==> src/rtl/nibble_serial_adder.sv <==
`default_nettype none
// ============================================================================
//  Module   : nibble_serial_adder (with helper slice cla_4)
//  Brief    : Multi-cycle WIDTH-bit adder. One 4-bit lookahead slice is reused
//             once per clock, least-significant nibble first, with the
//             inter-nibble carry rebuilt from the slice group generate and
//             propagate outputs. Uses a start/busy/done handshake.
//  Options  : NIBBLE_SERIAL_ADDER_SUB_EN adds a 'sub' input (sum = a - b).
//  Revision : 1.0 - initial release
// ============================================================================

// 4-bit carry-lookahead slice with group generate/propagate outputs.
module cla_4 (
    input  logic [3:0] a,
    input  logic [3:0] b,
    input  logic       c_in,
    output logic [3:0] s,
    output logic       g_out,
    output logic       p_out
);

    logic [3:0] w_g;
    logic [3:0] w_p;
    logic [3:0] w_c;

    assign w_g = a & b;
    assign w_p = a ^ b;

    // Lookahead carries into each bit, flattened so no ripple path exists.
    assign w_c[0] = c_in;
    assign w_c[1] = w_g[0] | (w_p[0] & c_in);
    assign w_c[2] = w_g[1] | (w_p[1] & w_g[0]) | (w_p[1] & w_p[0] & c_in);
    assign w_c[3] = w_g[2] | (w_p[2] & w_g[1]) | (w_p[2] & w_p[1] & w_g[0])
                  | (w_p[2] & w_p[1] & w_p[0] & c_in);

    assign s     = w_p ^ w_c;
    assign g_out = w_g[3] | (w_p[3] & w_g[2]) | (w_p[3] & w_p[2] & w_g[1])
                 | (w_p[3] & w_p[2] & w_p[1] & w_g[0]);
    assign p_out = &w_p;

endmodule

// WIDTH must be a multiple of 4 and at least 8.
module nibble_serial_adder #(
    parameter int WIDTH = 32
) (
    input  logic             clk,
    input  logic             rst_n,
    input  logic             start,
    input  logic [WIDTH-1:0] a,
    input  logic [WIDTH-1:0] b,
    input  logic             c_in,
`ifdef NIBBLE_SERIAL_ADDER_SUB_EN
    input  logic             sub,
`endif
    output logic             busy,
    output logic             done,
    output logic [WIDTH-1:0] sum,
    output logic             c_out,
    output logic             overflow
);

    localparam int c_NIBBLES = WIDTH / 4;
    localparam int c_IDX_W   = (c_NIBBLES > 1) ? $clog2(c_NIBBLES) : 1;
    localparam logic [c_IDX_W-1:0] c_LAST_IDX = c_IDX_W'(c_NIBBLES - 1);

    localparam logic [0:0] c_ST_IDLE = 1'b0;
    localparam logic [0:0] c_ST_RUN  = 1'b1;

    logic [0:0]         r_state;
    logic [0:0]         w_state_next;
    logic [WIDTH-1:0]   r_a;
    logic [WIDTH-1:0]   r_b;
    logic               r_carry;
    logic [c_IDX_W-1:0] r_idx;
    logic [WIDTH-1:0]   r_sum;
    logic               r_c_out;
    logic               r_ovf;
    logic               r_done;

    logic               w_accept;
    logic               w_last;
    logic [WIDTH-1:0]   w_b_load;
    logic               w_cin_load;
    logic [3:0]         w_a_nib;
    logic [3:0]         w_b_nib;
    logic [3:0]         w_s;
    logic               w_g;
    logic               w_p;
    logic               w_c_next;

    // Subtraction is folded into the operand latch: a - b = a + ~b + 1.
`ifdef NIBBLE_SERIAL_ADDER_SUB_EN
    assign w_b_load   = sub ? ~b : b;
    assign w_cin_load = sub ? 1'b1 : c_in;
`else
    assign w_b_load   = b;
    assign w_cin_load = c_in;
`endif

    assign w_accept = (r_state == c_ST_IDLE) && start;
    assign w_last   = (r_state == c_ST_RUN) && (r_idx == c_LAST_IDX);

    assign w_a_nib  = r_a[{r_idx, 2'b00} +: 4];
    assign w_b_nib  = r_b[{r_idx, 2'b00} +: 4];

    cla_4 u_cla (
        .a     (w_a_nib),
        .b     (w_b_nib),
        .c_in  (r_carry),
        .s     (w_s),
        .g_out (w_g),
        .p_out (w_p)
    );

    assign w_c_next = w_g | (w_p & r_carry);

    // Next-state logic: IDLE accepts a start, RUN leaves after the top nibble.
    always_comb begin
        w_state_next = r_state;
        case (r_state)
            c_ST_IDLE: if (start)  w_state_next = c_ST_RUN;
            c_ST_RUN:  if (w_last) w_state_next = c_ST_IDLE;
            default:               w_state_next = c_ST_IDLE;
        endcase
    end

    // State register.
    always_ff @(posedge clk) begin
        if (!rst_n) r_state <= c_ST_IDLE;
        else        r_state <= w_state_next;
    end

    // Datapath: latch operands on accept, then retire one nibble per clock.
    always_ff @(posedge clk) begin
        if (!rst_n) begin
            r_a     <= '0;
            r_b     <= '0;
            r_carry <= 1'b0;
            r_idx   <= '0;
            r_sum   <= '0;
            r_c_out <= 1'b0;
            r_ovf   <= 1'b0;
            r_done  <= 1'b0;
        end else begin
            r_done <= 1'b0;
            if (w_accept) begin
                r_a     <= a;
                r_b     <= w_b_load;
                r_carry <= w_cin_load;
                r_idx   <= '0;
            end else if (r_state == c_ST_RUN) begin
                r_sum[{r_idx, 2'b00} +: 4] <= w_s;
                r_carry <= w_c_next;
                r_idx   <= r_idx + 1'b1;
                if (w_last) begin
                    // Signed overflow: carry into the MSB differs from carry out.
                    r_c_out <= w_c_next;
                    r_ovf   <= r_a[WIDTH-1] ^ r_b[WIDTH-1] ^ w_s[3] ^ w_c_next;
                    r_done  <= 1'b1;
                    r_idx   <= '0;
                end
            end
        end
    end

    assign busy     = (r_state == c_ST_RUN);
    assign done     = r_done;
    assign sum      = r_sum;
    assign c_out    = r_c_out;
    assign overflow = r_ovf;

endmodule

`default_nettype wire

==> config.mk <==
export PLATFORM = sky130hd
export DESIGN_NAME = nibble_serial_adder
export DESIGN_NICKNAME = d
export VERILOG_FILES = /design/src/rtl/nibble_serial_adder.sv
export SDC_FILE = /design/constraint.sdc
export NUM_CORES = 1
export LEC_CHECK = 0
export CAP_MARGIN = 20
export CORE_ASPECT_RATIO = 0.6
export CORE_MARGIN = 10
export CORE_UTILIZATION = 51
export CTS_CLUSTER_DIAMETER = 200
export CTS_CLUSTER_SIZE = 8
export DETAILED_ROUTE_END_ITERATION = 8
export PLACE_DENSITY = 0.79
export RECOVER_POWER = 25
export SLEW_MARGIN = 25
export SYNTH_ARGS = -nofsm -noshare
export SYNTH_HDL_FRONTEND = slang
export SYNTH_HIERARCHICAL = 1
export SYNTH_SLANG_ARGS = --single-unit
==> constraint.sdc <==
create_clock -name clk -period 3.31 [get_ports clk]
set_input_delay 0.4965 -clock clk [delete_from_list [all_inputs] [get_ports clk]]
set_output_delay 0.4965 -clock clk [all_outputs]
set_load 0.005 [all_outputs]
# --- After elaboration in Yosys (flattened, before gate mapping) ---
# Cells that the tools add are included.
word_totals:
  output_inout_bits: 36
  in_bits: 68
  wordCells: 66
  ff_bits: 104
classes:
  n_addsub: 2
  n_mux: 8
  bitwise: 34
  eq_ne: 1
  n_reduce_logical: 8
  shifts: 4
ops:
  columns: ["operator", "n"]
  rows:
  - ["32-bit by 6-bit variable part select with 4-bit output", 2]
  - ["32-bit bitwise mux", 1]
  - ["4-bit by 7-bit variable shift with 32-bit output (first input constant)", 1]
  - ["4-bit by 7-bit variable part select with 32-bit output", 1]
  - ["1-bit bitwise AND", 15]
  - ["1-bit bitwise OR", 10]
  - ["4-bit XOR", 2]
  - ["5-bit negation with 7-bit output", 1]
  - ["1-bit 2-to-1 mux", 5]
  - ["4-bit bitwise AND", 1]
  - ["4-bit AND reduction", 1]
  - ["3-bit by 1-bit adder with 3-bit output (second input constant)", 1]
  - ["3-bit == test (second input constant)", 1]
  - ["3-bit 2-to-1 mux", 1]
  - ["1-bit NOT", 3]
  - ["3-bit AND reduction", 1]
  - ["3-bit OR reduction", 1]
  - ["1-bit XOR", 3]
  - ["1-bit logical AND", 2]
  - ["1-bit one-hot mux with 2 select lines", 1]
  - ["2-bit AND reduction", 1]
  - ["2-bit nonzero test", 1]
  - ["2-bit OR reduction", 1]

# --- Longest topological paths before layout ---
logic_depth:
  ltp_word: 9
  ltp_mapped: 13
  ltp_nobuf: 10

# --- Hierarchy ---
# Netlist, hierarchy kept.
modules_own_cells:
  columns: ["mod", "seq_area_each_um2", "area_per_inst_um2", "n_inst", "cells_per_inst"]
  rows:
  - ["nibble_serial_adder", 2082.0, 4630.7, 1, 540]
  - ["cla_4", 0.0, 182.7, 1, 22]

# --- Worst setup path before layout ---
# No wires, ideal clock.
synth_timing:
  path_kind: "register to register"
  start: "register r_idx[0]"
  end: "register r_ovf, in the netlist overflow"
  t_required_ns: 3.184
  path_stages_with_launch: 14
  path_buffers: 3
  synth_period_minus_slack_ns: 2.944
  arrival_time_ns: 2.818
  setup_time_ns: 0.126
  setup_slack_ns: 0.366
  path_cell_list: "dfxtp_1 buf_6 buf_12 mux4_1 nand2_1 nand2_1 ha_1 a21oi_1 nand3_1 xor2_1 clkbuf_1 xnor3_1 nand3b_1 o211ai_1"
synth_via:
  elab_chain_len: 9
  elab_cells_between_ends: 29
  cone_classes: "1 x eq/ne; 2 x shift; 23 x bitwise; 3 x reduce/logical"
synth_lines:
  columns: ["element", "line_no", "source"]
  rows:
  - ["start: declaration", "75", "logic [c_IDX_W-1:0] r_idx;"]
  - ["start signal: assignment", "155", "r_idx <= r_idx + 1'b1;"]
  - ["32-bit by 6-bit variable part select with 4-bit output (*)", "104", "assign w_a_nib = r_a[{r_idx, 2'b00} +: 4];"]
  - ["via w_a_nib[2]", "85", "logic [3:0] w_a_nib;"]
  - ["4-bit XOR", "27", "assign w_p = a ^ b;"]
  - ["1-bit bitwise AND (on tied branches)", "33, 34", null]
  - ["1-bit bitwise OR, or another cell as far along", "33", "assign w_c[3] = w_g[2] | (w_p[2] & w_g[1]) | (w_p[2] & w_p[1] & w_g[0])"]
  - ["1-bit bitwise OR or 1-bit bitwise AND (tied branches)", "33, 34", null]
  - ["1-bit bitwise OR (*)", "34", "| (w_p[2] & w_p[1] & w_p[0] & c_in);"]
  - ["4-bit XOR (*)", "36", "assign s = w_p ^ w_c;"]
  - ["via w_s[3]", "87", "logic [3:0] w_s;"]
  - ["1-bit XOR (*) (2 in a row)", "159", "r_ovf <= r_a[WIDTH-1] ^ r_b[WIDTH-1] ^ w_s[3] ^ w_c_next;"]
  - ["end signal: assignment", "159", null]
  - ["end: declaration", "78", "logic r_ovf;"]
# The timed path passes the listed nets; every way through them passes the cells marked *.
# A chain may end at the register's enable or synchronous reset.

# --- Worst setup path after layout ---
# Same ends and word-level chain as after synthesis.

==> results.toml <==
[drt]
via_per_inst = 5.690
drc = 0
route.vias.total = 4421
dr.first_iter.drc_count = 248
detail-route-antenna-nets = 0
firstDrtPassIters = 4
post_drt_wl_per_cell_um = 17.40
routed_wl_mm = 13.52

[global_route]
grt-busiest-layer = "met2"
grt_pass1_wl_mm = 21.85
overflow = 0
grt_pass1_vias = 4310
antenna_found_initial = 0
grt_util_met3 = 0.06005
grt_use_met2 = 0.3010
grt_util_met1 = 0.2499
grt_use_total = 0.1930
grt_max_degree = 65

[synth]
ys_top_cells_by_area = "dfxtp_1, nand2_1, a21oi_1, mux4_2, mux4_1"
yosysMostFrequentCell = "nand2_1"
ys_ff_latch = 104
synth_top_family_by_area = "simple AND/OR/NAND/NOR gates"
synth-xor-area-share = 0.01014
synth.distinct_cells = 48
synth_top_area_cell = "dfxtp_1"
synth-edff-count = 0
yosys_warnings = 6
synth_adder_area_share = 0.03795
synthTopCellsByCount = "nand2_1, dfxtp_1, a21oi_1"
synthArstFlopShare = 0
yosysTopAreaCellShare = 0.4325
synth_top_flop_cell = "dfxtp_1"
syn_area_mm2 = 0.004813
synth_compound_area_frac = 0.1609
syn_avg_cell_area_um2 = 8.565
synthMuxAreaShare = 0.08032
syn_inst = 562
synth_simple_gate_area_frac = 0.2194
syn-num-nets = 644
yosysSeqAreaShare = 0.4325

[timing]
finalHoldViolations = 0
final_min_period_over_clock_period = 0.9008
tns_ns = 0
finalSetupViolCount = 0
worst_pin_slew_ns = 1.037
fmax_mhz = 335.4
slew_viol_final = 0
worst_slew_margin_rel = 0.3036
fin_skew_ns = 0.007293
period_minus_slack_ns = 2.982
rsz0062_at_grt = "false"
hold_slack_ns = 0.4549

[setup_path]
slowest_stage = "dfxtp_2"
cp.arrival_ns = 3.21
r2r_cells = 10
r2r-end = "overflow"
cpPeakStageDelay_ns = 0.65
cpMostUsedCell = "nand2_1"
r2r_slack_ns = 0.33
critical_path.max_fanout = 19
worst-setup-path-type = "reg -> reg"
start_kind = "flop"
crit_path_end_kind = "flop"
crit_chain = "mux4_1 > nand2_1 > nand2_1 > ha_1 > a21oi_1 > nand3_1 > xor2_1 > xnor3_1 > nand3b_1 > o211ai_1"
worstPathRequired_ns = 3.54
rr_startpoint = "r_idx[0]"

[clock_tree]
cts-root-buf = "clkbuf_16"
cts_buffers = 9
clk_latency_ns = 0.35
htree_levels = 3
cts_buffer_depth = 2
clk_pin_slew_ns = 0.07
cts_sinks = 104
cts_tree = "yes"

[cells_and_area]
antennaDiodeCount = 0
drive_gt1_frac = 0.07573
areaGrowthSynthToFinish_pct = 28.70
nNetsFinal = 724

[placed_design]
gp_routability_congestion = 0.9011
dp_hpwl_mm = 9.849
numPortBuffers = 103

[min_path]
min_path_cells = 2
whs_endpoint = "r_b[0]"
min_from = "r_b[0]"
hp-class = "reg -> reg"

[die]
die_x_um = 145.4
die_y_um = 95.25
core-area_mm2 = 0.009189
die_area_mm2 = 0.01385
ios = 104
initial_utilization = 0.5238
core.rowCount = 27

[pwr]
irDropWorstVdd_v = 0.0003079
p_leak_nw = 2.438
powerDensity_mw_per_mm2 = 460.8

[job]
maxCapViolCount = 0

[run_status]
status = "completed"
[state kept, by name (all words and copies together) (netlist names)]
name and count:
r_a 32, r_b 32, sum 32, r_idx 3, busy 1, c_out 1, done 1, overflow 1
r_carry 1
[cell usage in the layout, fill, tap and decap left out, drive strengths merged, types with 4 or more instances in the layout]
cell,instances
o21ai,32
and3b,4
mux4,16
inv,12
clkbuf,9
buf,10
nand3,7
dlygate4sd3,35
nand2,156
clkdlybuf4s50,68
a21oi,102
clkinv,4
nor2,7
ha,13
nor3b,4
nand3b,4
dfxtp,104
nand4,29
[timing repair]
item                       4_1_cts  5_1_grt
hold buffers                     0        0
setup endpoints to repair        0        1
setup buffers                    0        0
resized for setup                0        1
[metrics by stage]
step           instances  worst slack [ns]  instance area, µm²  power, W    util
2_1_floorplan        562            0.3660                4813  0.001622       -
3_3_place_gp         761            0.4413                5877  0.001768  0.6396
3_5_place_dp         761            0.2953                5882  0.001787  0.6401
6_report             777            0.3284                6195  0.002854  0.6742
5_1_grt              777            0.1149                6195  0.002954  0.6742
4_1_cts              777            0.2589                6187  0.002856  0.6733
[layout make-up]
type | count | area, µm²
clock inverter | 7 | 80.08
clock buffer | 9 | 225.2
fill | 765 | 2994
timing repair buffer | 113 | 1131
tap | 130 | 162.7
inverter | 11 | 41.29
sequential | 104 | 2083
multi-input combinational | 403 | 2471
[how the worst max path moves through the flow]
stage,startpoint,to,cells after the start
2_1_floorplan,r_idx[0],overflow,13
3_3_place_gp,r_idx[0],sum[14],9
3_5_place_dp,r_idx[0],sum[26],9
4_1_cts,r_idx[0],sum[14],9
5_1_grt,r_idx[0],overflow,10
6_report,r_idx[0],overflow,10
[kinds of logic after synthesis]
kind of cell,Yosys count
compound gates,145
xor+xnor,4
fa+ha+maj,14
buf+inv,55
flops,104
mux,16
simple gates,224
[critical path: cells and delay by family, from the launching register on]
kind	cells	cell delay [ns]
multiplexers	1	0.63
AO/OA/AOI/OAI	2	0.32
flip-flops	1	0.65
AND/OR/NAND/NOR	4	0.37
XOR/XNOR	2	0.48
adder cells (fa/ha/maj)	1	0.39
[layer usage]
metal | vias to the layer above | routed length [µm] | part of all wire
li1 | 2126 | - | -
met1 | 2070 | 6311 | 0.47
met2 | 203 | 5944 | 0.44
met3 | 22 | 1042 | 0.077
met4 | 0 | 223 | 0.016
met5 | - | 0 | 0
[where the power goes]
part / switching (W) / total [W] / internal, W
sequential: 0.0000413 / 0.00135 / 0.00130
combinational: 0.000229 / 0.000426 / 0.000197
clock: 0.000487 / 0.00108 / 0.000595
total: 0.000758 / 0.00285 / 0.00210
Power figures use the tool's default switching activity.
